==> config.mk <==
export PLATFORM = sky130hd
export DESIGN_NAME = mmio_cmd_sched
export DESIGN_NICKNAME = d
export VERILOG_FILES = /design/src/rtl/mmio_cmd_sched.sv
export SDC_FILE = /design/constraint.sdc
export NUM_CORES = 1
export LEC_CHECK = 0
export ABC_AREA = 1
export CAP_MARGIN = 40
export CORE_ASPECT_RATIO = 1.4
export CORE_MARGIN = 1
export CORE_UTILIZATION = 27
export DETAILED_ROUTE_END_ITERATION = 7
export GPL_TIMING_DRIVEN = 0
export MAX_ROUTING_LAYER = met4
export PLACE_DENSITY = 0.51
export SYNTH_ARGS = -nofsm -noshare
export SYNTH_HDL_FRONTEND = slang
export SYNTH_SLANG_ARGS = --single-unit
==> constraint.sdc <==
create_clock -name clk -period 9.68 [get_ports clk]
set_input_delay 1.452 -clock clk [delete_from_list [all_inputs] [get_ports clk]]
set_output_delay 1.452 -clock clk [all_outputs]
set_load 0.1 [all_outputs]
==> src/rtl/mmio_cmd_sched.sv <==
// mmio_cmd_sched: MMIO-programmed command queue that launches accelerator commands in FIFO order.
//   Optional macro CMD_TIMEOUT_EN adds a WAIT watchdog (TIMEOUT_CYCLES); without it timeout is 0.
//   Ports: clk, reset (sync, active-high); pkt_valid/pkt_addr/pkt_data MMIO write strobe;
//          done completion pulse; start launch pulse with cmd_src/cmd_dst/cmd_len;
//          busy, sync (queue drained pulse), sticky overflow/zero_len/timeout, q_count occupancy.
module mmio_cmd_sched #(
    parameter int QUEUE_DEPTH    = 4,
    parameter int TIMEOUT_CYCLES = 65535
) (
    input  logic                           clk,
    input  logic                           reset,
    input  logic                           pkt_valid,
    input  logic [15:0]                    pkt_addr,
    input  logic [63:0]                    pkt_data,
    input  logic                           done,
    output logic                           start,
    output logic [63:0]                    cmd_src,
    output logic [63:0]                    cmd_dst,
    output logic [31:0]                    cmd_len,
    output logic                           busy,
    output logic                           sync,
    output logic                           overflow,
    output logic                           zero_len,
    output logic                           timeout,
    output logic [$clog2(QUEUE_DEPTH):0]   q_count
);
    localparam int PW = $clog2(QUEUE_DEPTH);
    localparam int CW = PW + 1;

    typedef enum logic [2:0] {S_IDLE, S_LOAD, S_LAUNCH, S_WAIT, S_DRAIN} state_t;

    state_t         state_q, state_d;
    logic [63:0]    src_q, src_d, dst_q, dst_d;
    logic [31:0]    len_q, len_d;
    logic [63:0]    cmd_src_q, cmd_src_d, cmd_dst_q, cmd_dst_d;
    logic [31:0]    cmd_len_q, cmd_len_d;
    logic [PW-1:0]  wr_ptr_q, wr_ptr_d, rd_ptr_q, rd_ptr_d;
    logic [CW-1:0]  count_q, count_d;
    logic           overflow_q, overflow_d, zero_len_q, zero_len_d;
    logic [159:0]   mem_q [QUEUE_DEPTH];
    logic           doorbell, full, push, pop, expire;

    always_comb begin
        src_d      = (pkt_valid && pkt_addr == 16'h0040) ? pkt_data : src_q;
        dst_d      = (pkt_valid && pkt_addr == 16'h0042) ? pkt_data : dst_q;
        len_d      = (pkt_valid && pkt_addr == 16'h0044) ? pkt_data[31:0] : len_q;
        doorbell   = pkt_valid && pkt_addr == 16'h0046;
        // full is judged on the pre-pop count, so a pop in the same cycle cannot make room
        full       = count_q == CW'(QUEUE_DEPTH);
        push       = doorbell && !full && len_q != 32'd0;
        pop        = state_q == S_LOAD;
        wr_ptr_d   = push ? wr_ptr_q + PW'(1) : wr_ptr_q;
        rd_ptr_d   = pop ? rd_ptr_q + PW'(1) : rd_ptr_q;
        count_d    = count_q + CW'(push) - CW'(pop);
        overflow_d = overflow_q | (doorbell && full);
        zero_len_d = zero_len_q | (doorbell && len_q == 32'd0);
        {cmd_src_d, cmd_dst_d, cmd_len_d} = pop ? mem_q[rd_ptr_q] : {cmd_src_q, cmd_dst_q, cmd_len_q};
    end

    always_ff @(posedge clk) begin
        if (reset) begin
            src_q      <= '0;
            dst_q      <= '0;
            len_q      <= '0;
            cmd_src_q  <= '0;
            cmd_dst_q  <= '0;
            cmd_len_q  <= '0;
            wr_ptr_q   <= '0;
            rd_ptr_q   <= '0;
            count_q    <= '0;
            overflow_q <= 1'b0;
            zero_len_q <= 1'b0;
        end else begin
            src_q      <= src_d;
            dst_q      <= dst_d;
            len_q      <= len_d;
            cmd_src_q  <= cmd_src_d;
            cmd_dst_q  <= cmd_dst_d;
            cmd_len_q  <= cmd_len_d;
            wr_ptr_q   <= wr_ptr_d;
            rd_ptr_q   <= rd_ptr_d;
            count_q    <= count_d;
            overflow_q <= overflow_d;
            zero_len_q <= zero_len_d;
        end
    end

    // Entry contents need no reset: occupancy is tracked solely by the pointers and count.
    always_ff @(posedge clk) begin
        if (push) mem_q[wr_ptr_q] <= {src_q, dst_q, len_q};
    end

`ifdef CMD_TIMEOUT_EN
    localparam int TW = $clog2(TIMEOUT_CYCLES + 1);
    logic [TW-1:0] tmo_cnt_q, tmo_cnt_d;
    logic          timeout_q, timeout_d;

    always_comb begin
        // cleared while launching so it starts at zero on the first WAIT cycle
        tmo_cnt_d = state_q == S_LAUNCH ? '0 : state_q == S_WAIT ? tmo_cnt_q + TW'(1) : tmo_cnt_q;
        expire    = state_q == S_WAIT && tmo_cnt_q == TW'(TIMEOUT_CYCLES - 1);
        timeout_d = timeout_q | (expire && !done);
    end

    always_ff @(posedge clk) begin
        if (reset) begin
            tmo_cnt_q <= '0;
            timeout_q <= 1'b0;
        end else begin
            tmo_cnt_q <= tmo_cnt_d;
            timeout_q <= timeout_d;
        end
    end

    assign timeout = timeout_q;
`else
    assign expire  = 1'b0;
    assign timeout = 1'b0 & (|TIMEOUT_CYCLES);
`endif

    always_ff @(posedge clk) begin
        if (reset) state_q <= S_IDLE;
        else       state_q <= state_d;
    end

    always_comb begin
        state_d = state_q;
        case (state_q)
            S_IDLE:   state_d = count_q != '0 ? S_LOAD : S_IDLE;
            S_LOAD:   state_d = S_LAUNCH;
            S_LAUNCH: state_d = S_WAIT;
            S_WAIT:   state_d = (done || expire) ? (count_q != '0 ? S_LOAD : S_DRAIN) : S_WAIT;
            S_DRAIN:  state_d = S_IDLE;
            default:  state_d = S_IDLE;
        endcase
    end

    always_comb begin
        start    = state_q == S_LAUNCH;
        busy     = state_q == S_LAUNCH || state_q == S_WAIT;
        sync     = state_q == S_DRAIN;
        cmd_src  = cmd_src_q;
        cmd_dst  = cmd_dst_q;
        cmd_len  = cmd_len_q;
        overflow = overflow_q;
        zero_len = zero_len_q;
        q_count  = count_q;
    end
endmodule

==> metrics.txt, run 1 <==
maximum fanout along the worst path 23; cts repair resizes 0; core area 0.1323 sq mm; area share of the largest cell type after synthesis 53.41%; buffer depth of the longest clock path 3; register clock-pin slew on the reported worst setup and hold paths 60 ps; clock buffer count from CTS 97; Synth cell types 26; share of post-route cells with drive strength above 1 11.16%; maximum clock frequency 230.3 MHz; Fillers 12910; vias in the first global route 24770; Post CTS Setup Buffer Count 0; Num Clock Sinks 972; CTS Root Cell clkbuf_16; Rel. slew slack 42.95%; crit end category register; Post-synth EDFFs 640; Clock Latency Late Sink 710 ps; setup slack after layout 5337 ps; worst slew pin tran 855.8 ps; RSZ-0062 raised after global routing no; P&R area growth vs syn 34.51%; power per cell area 278.8 mW/mm^2; routability congestion estimate 0.8066; outcome finished clean; Mapped Area 0.03599 sq mm; HPWL after detailed placement 82230 um; total gr overflow 0; DIE AREA 0.1348 sq mm; largest cells by area after synthesis edfxtp_1 (53%), dfxtp_1 (18%), o21ai_0 (8.9%); die width 310.5 um; Routed Antenna Nets 0; All-Layer GR Usage 17.35%; dominant synthesized flop cell edfxtp_1; Via density 4.584; crit path DAT 4730 ps; Detail Route met2 WL 57790 um; cell taking the most area after synthesis edfxtp_1; Reg area 0.02586 sq mm; cts hold-fix bufs 0; Initial Utilization 27.21%; Pleak 0.01742 uW; reg-to-reg slack, setup 6270 ps; placed cell area 0.04518 sq mm; initial antenna violation count 19; setup violators final 0; largest net degree at the start of global routing 26; WP data required 10070 ps; final hold violation count 0; First-pass DRT Iterations 7; crit path time final 4343 ps; CTS tree done; first-pass GRT wire length 167600 um; post-place setup slack 4466 ps; YS warnings 0; Startpoint Class input pin; H-tree levels 3; Syn Nets 3155; Post-synth ARST share 0%; top post-synthesis cells by count o21ai_0 (642), edfxtp_1 (640), nor2_1 (363); Synth Instances 3064; Die Ht 434.0 um; I/O Pins 253; worst setup path class in2reg; Core Util, Final 36.60%; sequential share of the synthesized area 71.88%; Period Utilization, post-route 44.87%; count leader, synth o21ai_0; power consumption 13490 uW; Via Count 25090; routed length per instance 21.11 um; Clock Skews 35.57 ps; nets 3709; post-route cell area 0.04840 sq mm; metal3 WL 5304 um; Max-Cap Viols 0; WL met1 48370 um; DRC 0; IO buf count 251; Post-Route WL 115500 um; Hold WC Path Type reg2reg; initial drt markers 1820; Final Max Slew Viols 0; VDD IR max 0.0002110 V; DR top layer met4; multi-input gate area in the final layout 0.007931 sq mm; Synth Register Bits 972; synthesized area per cell 11.74 sq um; num rows 158
worst paths after layout:
| check | depth (start not counted) | to | startpoint |
|---|---|---|---|
| hold reg to reg | 2 | src_q[48] | src_q[48] |
| setup / recovery | 13 | mem_q[3][135] | pkt_addr[15] |
| setup reg to reg | 11 | mem_q[3][135] | len_q[23] |
| hold / removal | 2 | src_q[48] | src_q[48] |
report_power, final:
group	switching, uW	total, uW	internal (uW)
sequential	144	4750	4610
combinational	3160	4950	1800
clock	1640	3790	2150
total	4940	13500	8550
metal layers:
| layer | GRT usage (%) | vias up |
|---|---|---|
| li1 | - | 11890 |
| met1 | 21.14 | 12350 |
| met2 | 29.30 | 688 |
| met3 | 2.165 | 164 |
| met4 | 6.679 | 0 |
| met5 | - | - |
area by class of cell:
class                           count  area share [%]
Sequential cell                   972           53.44
Clock inverter                     43          0.8608
Inverter                          343           2.660
Timing Repair Buffer              455           14.38
Buffer                            211           1.926
Tap cell                         1760           4.550
Clock buffer                      139           5.744
Antenna cell                       12         0.06204
Multi-Input combinational cell   1538           16.39
cells in the final DEF, fill, tap and decap left out, types with 101 or more instances in the layout:
cell / instances
clkdlybuf4s50_1: 251
o22ai_1: 160
edfxtp_1: 640
clkbuf_1: 182
dfxtp_1: 332
a21oi_1: 166
inv_1: 340
nor2_1: 359
o21bai_1: 160
clkbuf_16: 101
o21ai_0: 642
buf_16: 103
cells by family after synthesis:
| kind of cell | Yosys count | synth area share, % |
|---|---|---|
| other | 1 | 0.01042 |
| DFF | 972 | 71.88 |
| buffers and inverters | 554 | 6.168 |
| xor gates and xnor gates | 1 | 0.02434 |
| AOI/OAI and AO/OA | 1131 | 17.40 |
| adders and majority gates | 7 | 0.2642 |
| and+or+nand+nor | 398 | 4.256 |
stage by stage:
step / setup TNS [ps] / hold slack (ps) / std cells
final: 0 / 481.8 / 5473
after global routing: 0 / 502.7 / 5470
after CTS: 0 / 483.1 / 5461
after detailed placement: 0 / 475.3 / 5279
after global placement: -4488010 / 468.6 / 5075
after floorplan: 0 / 451.3 / 3064
registers in the layout, indices dropped and copies added (netlist names), 3 cells and up:
signal / flops
cmd_dst: 64
dst_q: 64
cmd_src: 64
mem_q: 640
len_q: 32
cmd_len: 32
state_q: 3
q_count: 3
src_q: 64
worst max-delay path: stages:
cell and delay (ps):
clkdlybuf4s50_1 410, nor2_1 110, nand2_1 60, nor2_1 230, nand3_1 270, inv_1 170
nand3_1 380, nor2_4 550, buf_16 230, buf_16 180, buf_16 170, buf_12 200
buf_12 220
No activity file was read; power rests on OpenSTA's default activity.
==> inputs of run 2 (changes only) <==
Settings changed: PLACE_DENSITY 0.51 to 0.5.
Clock period 9.68 ns to 4.5 ns, I/O delays scaled along.
==> run 2 against run 1 <==
  * Design area fell by 0.26%
  * Cell count barely moved
  * Count of clock-buffer cells in the layout fell by 6
  * Clock power rose by 110%
  * Largest cell class unchanged
==> metrics.txt, run 2 (synthesis results as in run 1) <==
clock buffer count from CTS 96 (was 97); FF-to-FF path depth 10 (was 11); first-pass GRT wire length 164600 um (was 167600 um); All-Layer GR Usage 17.22% (was 17.35%); die width 310.5 um (unchanged); Initial Utilization 27.21% (unchanged); Period Utilization, post-route 82.07%; most frequent cells in the layout o21ai_0 (642), edfxtp_1 (640), nor2_1 (359), inv_1 (340), dfxtp_1 (332) (unchanged); crit-path most repeated cell buf_12 (was buf_16); worst-path cell chain clkdlybuf4s50_1 -> nor2_1 -> nand2_1 -> nor2_1 -> nand3_1 -> inv_1 -> nand3_1 -> nor2_4 -> buf_12 -> buf_12 -> buf_12 -> buf_12 (was clkdlybuf4s50_1 -> nor2_1 -> nand2_1 -> nor2_1 -> nand3_1 -> inv_1 -> nand3_1 -> nor2_4 -> buf_16 -> buf_16 -> buf_16 -> buf_12 -> buf_12); I/O Pins 253 (unchanged); crit path time final 3693 ps; Via Count 24980 (was 25090); final hold violation count 0 (unchanged); Rel. slew slack 41.07% (was 42.95%); crit path DAT 4070 ps (was 4730 ps); Num Clock Sinks 972 (unchanged); initial drt markers 1799 (was 1820); VDD IR max 0.0004516 V (was 0.0002110 V); CTS tree done (unchanged); outcome finished clean (unchanged); combinational share of power 36.9% (was 36.7%); num rows 158 (unchanged); core area 0.1323 sq mm (unchanged); Hold WC Path Type reg2reg (unchanged); power per cell area 598.6 mW/mm^2 (was 278.8 mW/mm^2); setup violators final 0 (unchanged); largest reg by FF count mem_q (unchanged); Max-Cap Viols 0 (unchanged); slowest stage delay, CP 680 ps (was 550 ps); Die Ht 434.0 um (unchanged); maximum fanout along the worst path 23 (unchanged); CTS Root Cell clkbuf_16 (unchanged); IO buf count 251 (unchanged); routed length per instance 20.94 um (was 21.11 um); First-pass DRT Iterations 5 (was 7); Clock Power Share 27.7% (was 28.1%); switching pwr 10610 uW (was 4943 uW); Clock Skews 33.43 ps (was 35.57 ps); Post-Route WL 114600 um (was 115500 um); commonest non-fill, non-tap cell in the layout o21ai_0 (unchanged); Core Util, Final 36.50% (was 36.60%); slowest cell on the critical path nor2_4 (unchanged); cts repair resizes 0 (unchanged); WP data required 4880 ps (was 10070 ps); crit end category register (unchanged); register clock-pin slew on the reported worst setup and hold paths 60 ps (about the same); Switching Share 36.71% (was 36.63%); Startpoint Class input pin (unchanged); Internal 18290 uW (was 8550 uW); Post CTS Setup Buffer Count 0 (unchanged); Largest register FFs 640 (unchanged); largest net degree at the start of global routing 25 (was 26); worst setup path class in2reg (unchanged); vias in the first global route 24470 (was 24770); Flop pwr share 35.4% (was 35.2%); P&R area growth vs syn 34.15% (was 34.51%); Routed Antenna Nets 0 (unchanged); buffer depth of the longest clock path 3 (unchanged); share of post-route cells with drive strength above 1 10.98% (was 11.16%); Total Neg Setup Slack 0 ps (unchanged); DIE AREA 0.1348 sq mm (unchanged); power consumption 28900 uW (was 13490 uW); Hold Path Depth 2 (unchanged); initial antenna violation count 20 (was 19); maximum clock frequency 270.8 MHz; HPWL after detailed placement 81060 um (was 82230 um); nets 3707 (was 3709); Pleak 0.01736 uW (was 0.01742 uW); routability congestion estimate 0.7823 (was 0.8066); Final Max Slew Viols 0 (unchanged); DRC 0 (unchanged); cts hold-fix bufs 0 (unchanged); RSZ-0062 raised after global routing no (unchanged); total gr overflow 0 (unchanged); Fillers 12830 (was 12910); Via density 4.566 (was 4.584); Clock Latency Late Sink 700 ps (was 710 ps); worst slew pin tran 883.9 ps (was 855.8 ps); H-tree levels 3 (unchanged)
==> run 2: changes by cell type in the layout (fill, tap and decap cells not counted), sizes merged, moves of 2 or more <==
cell      previous run  this run
clkbuf             294       288
bufinv               5         7
clkinv              27        32
clkinvlp             6         4
diode               12        15
inv                348       346
==> run 2: through the flow <==
| step | cells | cell area [sq um] | setup WS [ps] | hold WS, ps |
|---|---|---|---|---|
| floorplan | 3064 | 36000 | -1696 | 451.3 |
| global placement | 5075 | 40710 | -6409 | 470.7 |
| detailed placement | 5278 | 45130 | 13.29 | 476.1 |
| CTS | 5457 | 48240 | 766.0 | 485.1 |
| global route | 5468 | 48270 | 568.9 | 508.0 |
| finish | 5472 | 48280 | 806.7 | 484.4 |
==> run 2: area by class of cell <==
cell class / count / area [sq um] / share of cell area [%]
inverter: 343 / 1287 / 2.667
buffer: 211 / 932.1 / 1.931
clock inverter: 46 / 473.0 / 0.9797
clock buffer: 133 / 2636 / 5.461
sequential: 972 / 25860 / 53.58
tap: 1760 / 2202 / 4.562
multi-input combinational: 1538 / 7931 / 16.43
antenna: 15 / 37.54 / 0.07775
timing repair buffer: 454 / 6910 / 14.31
==> run 2: layer usage <==
metal	routed length, um	track usage, %	up-vias
li1	-	-	11920
met1	48420	21.04	12190
met2	56520	28.59	720
met3	5890	2.566	153
met4	3751	6.785	0
met5	0	-	-
==> run 2: path summary, 6_finish.rpt <==
kind | end | slack [ps] | startpoint
setup reg to reg | mem_q[0][118] | 990 | len_q[23]
setup / recovery | mem_q[0][118] | 810 | pkt_addr[13]
hold reg to reg | dst_q[53] | 480 | dst_q[53]
hold / removal | dst_q[53] | 480 | dst_q[53]
==> run 2: power groups by stage <==
stage / Sequential, uW / Clock (uW) / Combinational (uW)
finish: 10200 / 8010 / 10700
global route: 10300 / 8530 / 11200
CTS: 10200 / 8200 / 10800
detailed placement: 10400 / 0 / 10800
global placement: 10400 / 0 / 8310
floorplan: 13900 / 0 / 2190
==> run 2: critical path, delay by kind of cell <==
kind,cells,cell delay (ps)
buffers and inverters,6,1520
AND/OR/NAND/NOR,6,1800
